## src/rtl/serial_adder_pkg.sv

```systemverilog
// -----------------------------------------------------------------------------
// serial_adder_pkg
//   Shared types and helpers for the bit-serial adder controller.
//   - state_t : controller FSM encoding (IDLE, SHIFT, DONE), 2 bits.
//   - cnt_w() : width of the bit counter for a given operand width.
// -----------------------------------------------------------------------------
`timescale 1ns/1ps

package serial_adder_pkg;

  typedef enum logic [1:0] {
    IDLE  = 2'd0,
    SHIFT = 2'd1,
    DONE  = 2'd2
  } state_t;

  function automatic int cnt_w(input int width);
    return $clog2(width);
  endfunction

endpackage

```

## src/rtl/fa_cell.sv

```systemverilog
// -----------------------------------------------------------------------------
// fa_cell
//   Purely combinational 1-bit full adder.
//   Ports:
//     a, b  in   addend bits
//     ci    in   carry in
//     s     out  sum bit
//     co    out  carry out
// -----------------------------------------------------------------------------
`timescale 1ns/1ps

module fa_cell (
  input  logic a,
  input  logic b,
  input  logic ci,
  output logic s,
  output logic co
);

  assign s  = a ^ b ^ ci;
  assign co = (a & b) | (ci & (a ^ b));

endmodule

```

## src/rtl/serial_adder_ctrl.sv

```systemverilog
// -----------------------------------------------------------------------------
// serial_adder_ctrl
//   Bit-serial WIDTH-bit adder. Operands are captured on start, then one bit
//   pair per clock is pushed through a single fa_cell with the carry kept in a
//   register. The reassembled sum and final carry are published together with
//   a one-cycle done pulse and held until the next result.
//
//   Optional feature macro: SERIAL_ADD_SUB_EN
//     defined   -> 'sub' port exists; sub=1 at acceptance computes a-b
//                  (b inverted, carry-in forced to 1; cout=1 means no borrow).
//     undefined -> add-only, no 'sub' port.
//
//   Ports:
//     clk    in   rising-edge clock
//     rst_n  in   asynchronous active-low reset
//     start  in   request, sampled only in IDLE
//     a, b   in   operands (WIDTH), captured on the accepting edge
//     cin    in   carry-in, captured on the accepting edge
//     sub    in   subtract select (SERIAL_ADD_SUB_EN only)
//     busy   out  high while shifting (WIDTH cycles)
//     done   out  one-cycle pulse, sum/cout valid
//     sum    out  result (WIDTH), held until the next done
//     cout   out  final carry-out, held with sum
// -----------------------------------------------------------------------------
`timescale 1ns/1ps

module serial_adder_ctrl
  import serial_adder_pkg::*;
#(
  parameter int WIDTH = 8
) (
  input  logic             clk,
  input  logic             rst_n,
  input  logic             start,
  input  logic [WIDTH-1:0] a,
  input  logic [WIDTH-1:0] b,
  input  logic             cin,
`ifdef SERIAL_ADD_SUB_EN
  input  logic             sub,
`endif
  output logic             busy,
  output logic             done,
  output logic [WIDTH-1:0] sum,
  output logic             cout
);

  localparam int CNT_W = cnt_w(WIDTH);
  localparam logic [CNT_W-1:0] LAST_BIT = CNT_W'(WIDTH - 1);

  state_t           state_q, state_d;
  logic [WIDTH-1:0] a_sr_q, a_sr_d;
  logic [WIDTH-1:0] b_sr_q, b_sr_d;
  // Only WIDTH-1 partial sum bits need storing: the last bit produced goes
  // straight into sum together with these.
  logic [WIDTH-2:0] s_sr_q, s_sr_d;
  logic             carry_q, carry_d;
  logic [CNT_W-1:0] cnt_q, cnt_d;
  logic [WIDTH-1:0] sum_q, sum_d;
  logic             cout_q, cout_d;

  logic             fa_s, fa_co;
  logic [WIDTH-1:0] s_full;
  logic [WIDTH-1:0] b_load;
  logic             carry_load;

`ifdef SERIAL_ADD_SUB_EN
  // Subtraction as a + ~b + 1; cin has no meaning in that mode.
  assign b_load     = sub ? ~b : b;
  assign carry_load = sub ? 1'b1 : cin;
`else
  assign b_load     = b;
  assign carry_load = cin;
`endif

  fa_cell u_fa (
    .a  (a_sr_q[0]),
    .b  (b_sr_q[0]),
    .ci (carry_q),
    .s  (fa_s),
    .co (fa_co)
  );

  // New sum bit enters at the MSB; after WIDTH shifts bit 0 lands at the LSB.
  assign s_full = {fa_s, s_sr_q};

  always_comb begin
    state_d = state_q;
    a_sr_d  = a_sr_q;
    b_sr_d  = b_sr_q;
    s_sr_d  = s_sr_q;
    carry_d = carry_q;
    cnt_d   = cnt_q;
    sum_d   = sum_q;
    cout_d  = cout_q;

    case (state_q)
      IDLE: begin
        if (start) begin
          a_sr_d  = a;
          b_sr_d  = b_load;
          carry_d = carry_load;
          cnt_d   = '0;
          state_d = SHIFT;
        end
      end
      SHIFT: begin
        a_sr_d  = {1'b0, a_sr_q[WIDTH-1:1]};
        b_sr_d  = {1'b0, b_sr_q[WIDTH-1:1]};
        s_sr_d  = s_full[WIDTH-1:1];
        carry_d = fa_co;
        if (cnt_q == LAST_BIT) begin
          // Publish on the edge that enters DONE so done and sum align.
          sum_d   = s_full;
          cout_d  = fa_co;
          cnt_d   = '0;
          state_d = DONE;
        end else begin
          cnt_d = cnt_q + CNT_W'(1);
        end
      end
      DONE: begin
        state_d = IDLE;
      end
      default: begin
        state_d = IDLE;
      end
    endcase
  end

  always_ff @(posedge clk or negedge rst_n) begin
    if (!rst_n) begin
      state_q <= IDLE;
      a_sr_q  <= '0;
      b_sr_q  <= '0;
      s_sr_q  <= '0;
      carry_q <= 1'b0;
      cnt_q   <= '0;
      sum_q   <= '0;
      cout_q  <= 1'b0;
    end else begin
      state_q <= state_d;
      a_sr_q  <= a_sr_d;
      b_sr_q  <= b_sr_d;
      s_sr_q  <= s_sr_d;
      carry_q <= carry_d;
      cnt_q   <= cnt_d;
      sum_q   <= sum_d;
      cout_q  <= cout_d;
    end
  end

  assign busy = (state_q == SHIFT);
  assign done = (state_q == DONE);
  assign sum  = sum_q;
  assign cout = cout_q;

endmodule

```

## config.mk

```make
export PLATFORM = sky130hd
export DESIGN_NAME = serial_adder_ctrl
export DESIGN_NICKNAME = d
export VERILOG_FILES = /design/src/rtl/serial_adder_pkg.sv /design/src/rtl/fa_cell.sv /design/src/rtl/serial_adder_ctrl.sv
export SDC_FILE = /design/constraint.sdc
export NUM_CORES = 1
export LEC_CHECK = 0
export BUFFER_PORTS_ARGS = -buffer_cell sky130_fd_sc_hd__buf_2
export CAP_MARGIN = 25
export CELL_PAD_IN_SITES_DETAIL_PLACEMENT = 1
export CELL_PAD_IN_SITES_GLOBAL_PLACEMENT = 2
export CORE_MARGIN = 4
export CORE_UTILIZATION = 30
export CTS_CLUSTER_SIZE = 28
export DETAILED_ROUTE_END_ITERATION = 16
export GPL_ROUTABILITY_DRIVEN = 0
export PLACE_DENSITY = 0.73
export SLEW_MARGIN = 20
export SYNTH_ARGS = -nofsm -noshare
export SYNTH_HDL_FRONTEND = slang
export SYNTH_HIERARCHICAL = 1
export SYNTH_SLANG_ARGS = --single-unit
```

## constraint.sdc

```tcl
create_clock -name clk -period 3.7 [get_ports clk]
set_input_delay 0.37 -clock clk [delete_from_list [all_inputs] [get_ports clk]]
set_output_delay 0.37 -clock clk [all_outputs]
set_load 0.05 [all_outputs]
```

==> results.json <==
{
  "outcome": "complete, no violations",
  "path_clk_slew_ns": 0.08,
  "die_y_um": 85.79,
  "critPathKind": "flop to output pin",
  "yosys_warnings": 6,
  "drv_slew": 0,
  "drv_cap": 0,
  "cts_resized": 0,
  "rows": 28,
  "drc": 0,
  "syn_area_um2": 1815,
  "start_kind": "flop",
  "diodes": 0,
  "insertion_delay_ns": 0.29,
  "cp_max_fo": 17,
  "area_growth_pct": 15.92,
  "hpwlAfterDp_um": 2762,
  "hold_buffers": 0,
  "cts_max_level": 2,
  "tightestPinTransition_ns": 0.9124,
  "critPathLaunch": "state_q[1]$_DFFE_PN0P_",
  "num-nets-final": 194,
  "drt-total-wl_um": 3900,
  "post_cts_buffers": 0,
  "grt_usage_pct": 11.54,
  "antenna_found_initial": 0,
  "finClkSkew_ns": 0.006698,
  "fmax_mhz": 468.2,
  "crit_slowest_cell": "dfrtp_1",
  "ant_nets": 0,
  "vias": 1225,
  "io_buffers": 30,
  "setup_tns_ns": 0,
  "crit_arrival_ns": 1.77,
  "synthCells": 142,
  "path_cells": "nand2b_1, inv_4, buf_2",
  "die_x_um": 85.79,
  "min_path_type": "input pin to async pin",
  "yosys_register_bits": 38,
  "stdcell_area_um2": 2105,
  "grt_setup_unrepaired": "no",
  "die-area_um2": 7360,
  "syn_avg_cell_area_um2": 12.79,
  "route.detailed.wl_per_inst_um": 15.85,
  "cts_sinks": 38,
  "dr.first_iter.drc_count": 27,
  "grt_max_degree": 39,
  "critical_path_buf_inv_count": 2,
  "relSlewSlack_pct": 39.05,
  "post_dp_cell_area_um2": 2026,
  "r2r-end": "sum[5]$_DFFE_PN0P_",
  "clockBufferDepth": 2,
  "r2r-start": "state_q[1]$_DFFE_PN0P_",
  "rrSetupSlack_ns": 1.68,
  "cp-end-kind": "output pin",
  "grt_pass1_vias": 1330,
  "leakagePower_nw": 0.9719,
  "viasPerCell": 4.980,
  "period_needed_ns": 2.136,
  "syn_nets": 165,
  "initial_utilization_pct": 30.85,
  "cts_made_buffers": 5,
  "rr_worst_depth": 3,
  "peakVddDrop_mv": 0.4241,
  "critPathMaxStageDelay_ns": 0.56,
  "synth_seq_area_share_pct": 52.38,
  "grt_pass1_wl_um": 6603,
  "ys_types": 23,
  "gr-total-overflow": 0,
  "critPathTopFamily": "flip-flops",
  "cts_tree": "built",
  "period_share_pct": 57.72,
  "drive_above_1_share_pct": 33.92,
  "io_pins": 31,
  "root_buffer": "clkbuf_8",
  "core_um2": 5886,
  "dr.pass1.iters": 4,
  "cp.required_ns": 3.33,
  "power_density_nw_per_um2": 900.0,
  "hold_viol": 0,
  "setup_viol": 0
}
==> Yosys cell counts <==
cell type / n / area [um^2]
nand3b_1: 1 / 7.510
o21bai_1: 1 / 7.510
nand2b_1: 3 / 18.77
nor3b_1: 13 / 97.59
fa_1: 1 / 20.02
dfrtp_1: 38 / 950.9
inv_4: 1 / 6.260
a22o_1: 5 / 43.79
mux2_4: 10 / 150.1
mux2_1: 6 / 67.56
nor2b_1: 1 / 6.260
nor4b_2: 3 / 45.04
nor2_1: 1 / 3.750
ha_1: 2 / 25.02
inv_2: 1 / 3.750
nor4b_1: 12 / 105.1
a211oi_1: 12 / 90.09
a221oi_2: 3 / 45.04
buf_2: 6 / 30.03
buf_4: 2 / 15.01
inv_1: 16 / 60.06
clkbuf_1: 3 / 11.26
a21oi_1: 1 / 5.000
==> cell type report <==
cell class                 instances  area (um^2)
clock inverter                     2        10.01
tap                               75        93.84
sequential                        38        950.9
fill                             643         3781
inverter                          18        70.07
timing repair buffer              33        172.7
multi-input combinational         75        738.2
clock buffer                       5        68.82
==> flip-flops by register name (all words and copies together), names as in the netlist <==
register	flops
a_sr_q	8
cnt_q	3
cout	1
state_q	2
b_sr_q	8
carry_q	1
s_sr_q	7
sum	8
==> logic make-up after synthesis <==
family | synth area share (%)
compound gates | 10.54
fa+ha+maj | 2.481
buf+inv | 6.961
flops | 52.38
mux | 11.99
simple gates | 15.64
==> cells in the final DEF (no fill, tap or decap), types with 3 or more instances in the layout <==
cell type	n
mux2_1	6
nor4b_1	12
a211oi_1	12
a221oi_2	3
clkbuf_8	5
nor3b_1	13
nor4b_2	3
buf_2	30
buf_4	3
mux2_4	10
inv_1	16
nand2b_1	3
dfrtp_1	38
a22o_1	5
==> routing by layer <==
layer  share of wire, %  track usage (%)  wire (um)  vias up
li1                   -                -          -      566
met1                 45            15.23       1773      620
met2                 48            17.94       1853       31
met3                5.6            3.650        220        8
met4                1.4            3.885         53        0
met5                  0                0          0        -
==> report_power, final <==
group	internal (W)	leakage (nW)	total, W	switching [W]
Sequential	0.000617	0.441	0.000739	0.000122
Combinational	0.000368	0.487	0.000886	0.000518
Clock	0.000126	0.0438	0.000269	0.000142
Total	0.00111	0.972	0.00189	0.000783
==> per-stage QoR <==
| step | util, % | setup WS [ns] | hold slack (ns) | instances | total power, W |
|---|---|---|---|---|---|
| floorplan | - | 1.933 | 0.07441 | 142 | 0.001435 |
| global placement | 34.42 | 1.757 | 0.4869 | 239 | 0.001591 |
| detailed placement | 34.42 | 1.653 | 0.4919 | 239 | 0.001653 |
| CTS | 35.76 | 1.529 | 0.2239 | 246 | 0.001927 |
| global route | 35.76 | 1.435 | 0.2538 | 246 | 0.002041 |
| finish | 35.76 | 1.564 | 0.1908 | 246 | 0.001894 |
==> how the worst max path moves through the flow <==
| stage | to | cells past startpoint |
|---|---|---|
| final | busy | 3 |
| after detailed placement | sum[5]$_DFFE_PN0P_ | 3 |
| after global routing | busy | 3 |
| after CTS | busy | 3 |
| after floorplan | done | 2 |
| after global placement | cout$_DFFE_PN0P_ | 3 |
Power figures use the tool's default switching activity.
